==> src/rtl/lsu_controller.sv <==
// lsu_controller: sequences one data-memory load/store per core request.
// Latency: start -> mem_req_o next cycle; ack -> done_o next cycle; illegal/trapped -> done_o next cycle.
// Backpressure: mem_req_o held until mem_ack_i or timeout; busy_o stalls the core meanwhile.
// Optional feature macro: LSU_MISALIGN_TRAP_EN (trap misaligned half/word accesses).
module lsu_controller #(
  parameter int unsigned TIMEOUT_CYCLES = 255
) (
  input  logic        clk_i,
  input  logic        rst_i,
  input  logic        start_i,
  input  logic        is_store_i,
  input  logic [2:0]  funct3_i,
  input  logic [31:0] addr_i,
  input  logic [31:0] store_data_i,
  output logic        busy_o,
  output logic        done_o,
  output logic        err_o,
  output logic        misaligned_o,
  output logic [31:0] load_data_o,
  output logic        mem_req_o,
  output logic        mem_we_o,
  output logic [31:0] mem_addr_o,
  output logic [3:0]  mem_be_o,
  output logic [31:0] mem_wdata_o,
  input  logic        mem_ack_i,
  input  logic [31:0] mem_rdata_i
);

  typedef enum logic [1:0] {
    S_IDLE   = 2'd0,
    S_ACCESS = 2'd1,
    S_DONE   = 2'd2,
    S_FAULT  = 2'd3
  } state_t;

  localparam logic [7:0] TO_LIMIT = 8'(TIMEOUT_CYCLES);

  state_t      state_q;
  logic [7:0]  cnt_q;
  logic        is_store_q;
  logic [2:0]  funct3_q;
  logic [1:0]  off_q;
  logic        busy_q;
  logic        done_q;
  logic        err_q;
  logic        mis_q;
  logic [31:0] load_q;
  logic        req_q;
  logic        we_q;
  logic [31:0] maddr_q;
  logic [3:0]  be_q;
  logic [31:0] wdata_q;

  // Request decode, evaluated from the live inputs while in IDLE.
  logic        illegal_d;
  logic        misal_d;
  logic        fault_d;
  logic [3:0]  be_d;
  logic [31:0] wdata_d;

  // Load extraction from the returning read word.
  logic [7:0]  byte_sel;
  logic [15:0] half_sel;
  logic [31:0] load_d;

  // Size decode: lane enables, replicated store data, legality.
  always_comb begin
    illegal_d = 1'b0;
    be_d      = 4'b0000;
    wdata_d   = store_data_i;
    case (funct3_i)
      3'b000, 3'b100: begin
        be_d    = 4'b0001 << addr_i[1:0];
        wdata_d = {4{store_data_i[7:0]}};
      end
      3'b001, 3'b101: begin
        be_d    = 4'b0011 << {addr_i[1], 1'b0};
        wdata_d = {2{store_data_i[15:0]}};
      end
      3'b010: begin
        be_d    = 4'b1111;
        wdata_d = store_data_i;
      end
      default: illegal_d = 1'b1;
    endcase
    // Unsigned variants exist only for loads.
    if (is_store_i && funct3_i[2]) begin
      illegal_d = 1'b1;
    end
  end

`ifdef LSU_MISALIGN_TRAP_EN
  // Half needs addr[0]=0, word needs addr[1:0]=0; only meaningful for legal encodings.
  assign misal_d = ~illegal_d &
                   (((funct3_i[1:0] == 2'b01) & addr_i[0]) |
                    ((funct3_i[1:0] == 2'b10) & (|addr_i[1:0])));
`else
  // Misalignment is tolerated: offending low address bits are simply dropped.
  assign misal_d = 1'b0;
`endif

  assign fault_d = illegal_d | misal_d;

  // Lane select and sign/zero extension of the read word.
  always_comb begin
    byte_sel = mem_rdata_i[{off_q, 3'b000} +: 8];
    half_sel = off_q[1] ? mem_rdata_i[31:16] : mem_rdata_i[15:0];
    case (funct3_q)
      3'b000:  load_d = {{24{byte_sel[7]}}, byte_sel};
      3'b100:  load_d = {24'h000000, byte_sel};
      3'b001:  load_d = {{16{half_sel[15]}}, half_sel};
      3'b101:  load_d = {16'h0000, half_sel};
      default: load_d = mem_rdata_i;
    endcase
  end

  // Access sequencer with all outputs registered.
  always_ff @(posedge clk_i) begin
    if (rst_i) begin
      state_q    <= S_IDLE;
      cnt_q      <= 8'd0;
      is_store_q <= 1'b0;
      funct3_q   <= 3'b000;
      off_q      <= 2'b00;
      busy_q     <= 1'b0;
      done_q     <= 1'b0;
      err_q      <= 1'b0;
      mis_q      <= 1'b0;
      load_q     <= 32'h0;
      req_q      <= 1'b0;
      we_q       <= 1'b0;
      maddr_q    <= 32'h0;
      be_q       <= 4'b0000;
      wdata_q    <= 32'h0;
    end else begin
      case (state_q)
        S_IDLE: begin
          done_q <= 1'b0;
          err_q  <= 1'b0;
          mis_q  <= 1'b0;
          if (start_i) begin
            is_store_q <= is_store_i;
            funct3_q   <= funct3_i;
            off_q      <= addr_i[1:0];
            cnt_q      <= 8'd0;
            if (fault_d) begin
              state_q <= S_FAULT;
              done_q  <= 1'b1;
              err_q   <= 1'b1;
              mis_q   <= misal_d;
            end else begin
              state_q <= S_ACCESS;
              req_q   <= 1'b1;
              busy_q  <= 1'b1;
              we_q    <= is_store_i;
              maddr_q <= {addr_i[31:2], 2'b00};
              be_q    <= be_d;
              wdata_q <= is_store_i ? wdata_d : 32'h0;
            end
          end
        end
        S_ACCESS: begin
          // Ack is checked first so an ack on the limit cycle completes normally.
          if (mem_ack_i || (cnt_q + 8'd1 == TO_LIMIT)) begin
            req_q   <= 1'b0;
            busy_q  <= 1'b0;
            we_q    <= 1'b0;
            maddr_q <= 32'h0;
            be_q    <= 4'b0000;
            wdata_q <= 32'h0;
            done_q  <= 1'b1;
            if (mem_ack_i) begin
              state_q <= S_DONE;
              if (!is_store_q) begin
                load_q <= load_d;
              end
            end else begin
              state_q <= S_FAULT;
              err_q   <= 1'b1;
            end
          end else begin
            cnt_q <= cnt_q + 8'd1;
          end
        end
        S_DONE, S_FAULT: begin
          done_q  <= 1'b0;
          err_q   <= 1'b0;
          mis_q   <= 1'b0;
          state_q <= S_IDLE;
        end
        default: state_q <= S_IDLE;
      endcase
    end
  end

  assign busy_o       = busy_q;
  assign done_o       = done_q;
  assign err_o        = err_q;
  assign misaligned_o = mis_q;
  assign load_data_o  = load_q;
  assign mem_req_o    = req_q;
  assign mem_we_o     = we_q;
  assign mem_addr_o   = maddr_q;
  assign mem_be_o     = be_q;
  assign mem_wdata_o  = wdata_q;

endmodule
==> config.mk <==
export PLATFORM = sky130hd
export DESIGN_NAME = lsu_controller
export DESIGN_NICKNAME = d
export VERILOG_FILES = /design/src/rtl/lsu_controller.sv
export SDC_FILE = /design/constraint.sdc
export NUM_CORES = 1
export LEC_CHECK = 0
export BUFFER_PORTS_ARGS = -buffer_cell sky130_fd_sc_hd__buf_4
export CAP_MARGIN = 20
export CORE_ASPECT_RATIO = 1.25
export CORE_MARGIN = 2
export CORE_UTILIZATION = 44
export CTS_CLUSTER_DIAMETER = 100
export DETAILED_ROUTE_END_ITERATION = 10
export PLACE_DENSITY = 0.84
export SYNTH_ARGS = -nofsm -noshare
export SYNTH_HDL_FRONTEND = slang
export SYNTH_SLANG_ARGS = --single-unit
==> constraint.sdc <==
create_clock -name clk_i -period 2.2 [get_ports clk_i]
set_input_delay 0.66 -clock clk_i [delete_from_list [all_inputs] [get_ports clk_i]]
set_output_delay 0.66 -clock clk_i [all_outputs]
set_load 0.005 [all_outputs]
==> reports/results.ini <==
[run_status]
run_status=finished clean

[detailed_routing]
wirelength_mm=17.2
drtIter0Drc=363
drtAntennaViolNets=0
vias=5475
vias_per_cell=5.45
wire_per_inst_um=17.1
firstDrtPassIters=5
drc=0

[layout]
mostFrequentLayoutCells=buf_4 (236), nand2_1 (138), dfxtp_1 (116)
fin_area_um2=7960
diodes=0
layout_commonest_cell=buf_4
fin_util_pct=65.7
n_fill_cell=975
drive_above_1_share_pct=37.5
nNetsFinal=933
synthToLayoutAreaGrowth_pct=46.9

[global_route]
top_usage_layer=met2
grt_pass1_wl_mm=26.5
grt_use_met1_pct=30.6
overflow=0
gr-usage-all-layers_pct=25.5
grt_max_degree=36
first_global_vias=5358
use_met2_pct=42.2
grtUsageMet3_pct=6.11
antenna_found_initial=0

[clocking]
cts_sinks=118
cts_tree=yes
cts_root_buf=clkbuf_16
clockBufferDepth=2
cts-htree-levels=4
clkTransAtPathRegs_ns=0.06
cts_made_buffers=17
clock_latency_ns=0.41

[sta]
drv_slew=0
worst_slew_pin_slew_ns=0.607
fin_crit_sh_pct=96.5
hold_viol=0
post-route-min-period_ns=2.12
tns_ns=0
setup_ws_ns=0.0770
fin_skew_ns=0.0118
setup_viol=0
rsz0062_at_grt=yes
clock.fmax_ghz=0.471
relSlewSlack_pct=59.6

[critical_path]
critPathTopFamily=compound AO/OA/AOI/OAI gates
crit_buf_inv=3
cpPeakStageDelay_ns=0.38
required_ns=2.51
critPathSlowestCell=or3_4
worstReg2RegStart=cnt_q[0]
reg2reg_to=mem_be_o[3]
path_class=reg -> reg
path_cells=ha_4 -> nand3_4 -> or3_4 -> a2111oi_4 -> buf_4 -> nor3_4 -> buf_12 -> buf_4 -> a22o_1
crit_arrival_ns=2.43
cp_max_fo=6
worst-r2r-setup-slack_ns=0.08
crit_top_cell=buf_4
reg2reg_depth=9
endpoint_kind=flop
cp-start-kind=flop

[hold_path]
hp-start=load_data_o[2]
hold_class=reg -> reg
hold_depth=2
hold-path-endpoint=load_data_o[2]

[logic_synthesis]
avgSynthCellArea_um2=8.80
synthArstFlopShare_pct=0
synth_flop_cell=dfxtp_1
yosysSeqAreaShare_pct=43.6
ys_ff_latch=118
ys_warn_count=0
synth.distinct_cells=59
synth_area_um2=5420
synth_edf_count=0
synthCells=616

[floorplanning]
coreArea_um2=12100
num_io_pins=210
start_util_pct=44.8
die_w_um=103
rows=45
die_h_um=128
dieArea_um2=13200

[placed_design]
place_ws_ns=-0.000502
dp_hpwl_mm=12.3
io_buffer_count=206
placed_area_um2=7180
gp_congestion=0.935

[power_and_ir_drop]
power.density_nw_per_um2=818
irDropWorstVdd_mv=0.506
leakage_nw=3.48

[run]
max-cap-violations=0

## worst register-to-register path, delay by kind of cell, from the launching register on
family | cells | cell delay (ns)
AO/OA/AOI/OAI | 2 | 0.55
AND/OR/NAND/NOR | 3 | 0.51
buffers and inverters | 3 | 0.46
flip-flops | 1 | 0.35
adder cells (fa/ha/maj) | 1 | 0.16
## per-layer routing
| layer | up-vias | wire length (µm) |
|---|---|---|
| met1 | 2575 | 6800 |
| met4 | 0 | 541 |
| li1 | 2611 | - |
| met2 | 245 | 8690 |
| met5 | - | 0 |
| met3 | 44 | 1150 |
## state kept, by name (all words and copies together) (netlist names)
register / count
load_data_o: 32
mem_wdata_o: 32
mem_addr_o: 30
cnt_q: 8
mem_be_o: 4
funct3_q: 3
off_q: 2
state_q: 2
done_o: 1
err_o: 1
is_store_q: 1
mem_req_o: 1
mem_we_o: 1
## kinds of logic after synthesis
| group | after synthesis | synth area share, % |
|---|---|---|
| compound gates | 174 | 21.8 |
| mux | 61 | 11.7 |
| flops | 118 | 43.6 |
| buf+inv | 63 | 6.05 |
| xor+xnor | 1 | 0.162 |
| simple gates | 196 | 16.2 |
| fa+ha+maj | 2 | 0.462 |
| other cells | 1 | 0.0692 |
## how the worst max path moves through the flow
stage,startpoint,endpoint,slack (ns),cells after the start
CTS,cnt_q[1],mem_wdata_o[30],0.01,7
global placement,mem_rdata_i[23],load_data_o[31],0.11,6
detailed placement,cnt_q[1],mem_wdata_o[6],-0.0005,7
finish,cnt_q[0],mem_be_o[3],0.08,9
floorplan,cnt_q[1],mem_we_o,0.07,7
global route,cnt_q[0],mem_be_o[3],-0.02,9
## cells in the mapped netlist (3+ instances only)
| master | n | area [µm²] |
|---|---|---|
| a211oi_1 | 3 | 22.5 |
| a21oi_1 | 47 | 235 |
| a22o_1 | 35 | 307 |
| a22oi_1 | 6 | 45.0 |
| a31oi_1 | 10 | 62.6 |
| buf_12 | 3 | 60.1 |
| buf_2 | 4 | 20.0 |
| buf_4 | 4 | 30.0 |
| buf_6 | 3 | 33.8 |
| clkbuf_1 | 36 | 135 |
| dfxtp_1 | 118 | 2360 |
| inv_1 | 10 | 37.5 |
| mux2_2 | 18 | 203 |
| mux2i_1 | 43 | 430 |
| nand2_1 | 138 | 518 |
| nand2b_1 | 3 | 18.8 |
| nand3_1 | 8 | 40.0 |
| nor2_1 | 10 | 37.5 |
| nor2b_1 | 4 | 25.0 |
| nor3_1 | 8 | 40.0 |
| o211ai_1 | 5 | 37.5 |
| o21ai_0 | 43 | 215 |
| o221ai_1 | 6 | 52.6 |
| or3_1 | 3 | 18.8 |
| or4_1 | 3 | 22.5 |
## area by class of cell
cell class	instances	area, µm²	area share [%]
Multi-Input combinational cell	437	2780	35.0
Sequential cell	118	2360	29.7
Timing Repair Buffer	242	1880	23.6
Clock buffer	19	443	5.57
Clock inverter	13	241	3.03
Tap cell	164	205	2.58
Inverter	11	41.3	0.519
## what timing repair did
| item | in CTS | in global routing |
|---|---|---|
| pin swaps | 0 | 1 |
| setup buffers | 0 | 2 |
| cloned | 0 | 1 |
| hold buffers | 0 | 0 |
| endpoints found under the setup margin | 8 | 69 |
| gates resized for setup | 3 | 8 |
## power by group
group	leakage, nW	switching (mW)	internal (mW)
registers	0.961	0.0843	2.25
clock network	0.333	1.05	2.17
logic	2.19	0.450	0.493
## per-stage QoR
step	power [mW]	instances	hold slack (ns)
6_report	6.51	1004	0.453
5_1_grt	6.71	1004	0.452
4_1_cts	6.49	1001	0.451
3_5_place_dp	3.28	969	0.446
3_3_place_gp	3.26	969	0.440
2_1_floorplan	2.83	618	0.448
No activity file was read; power rests on OpenSTA's default activity.
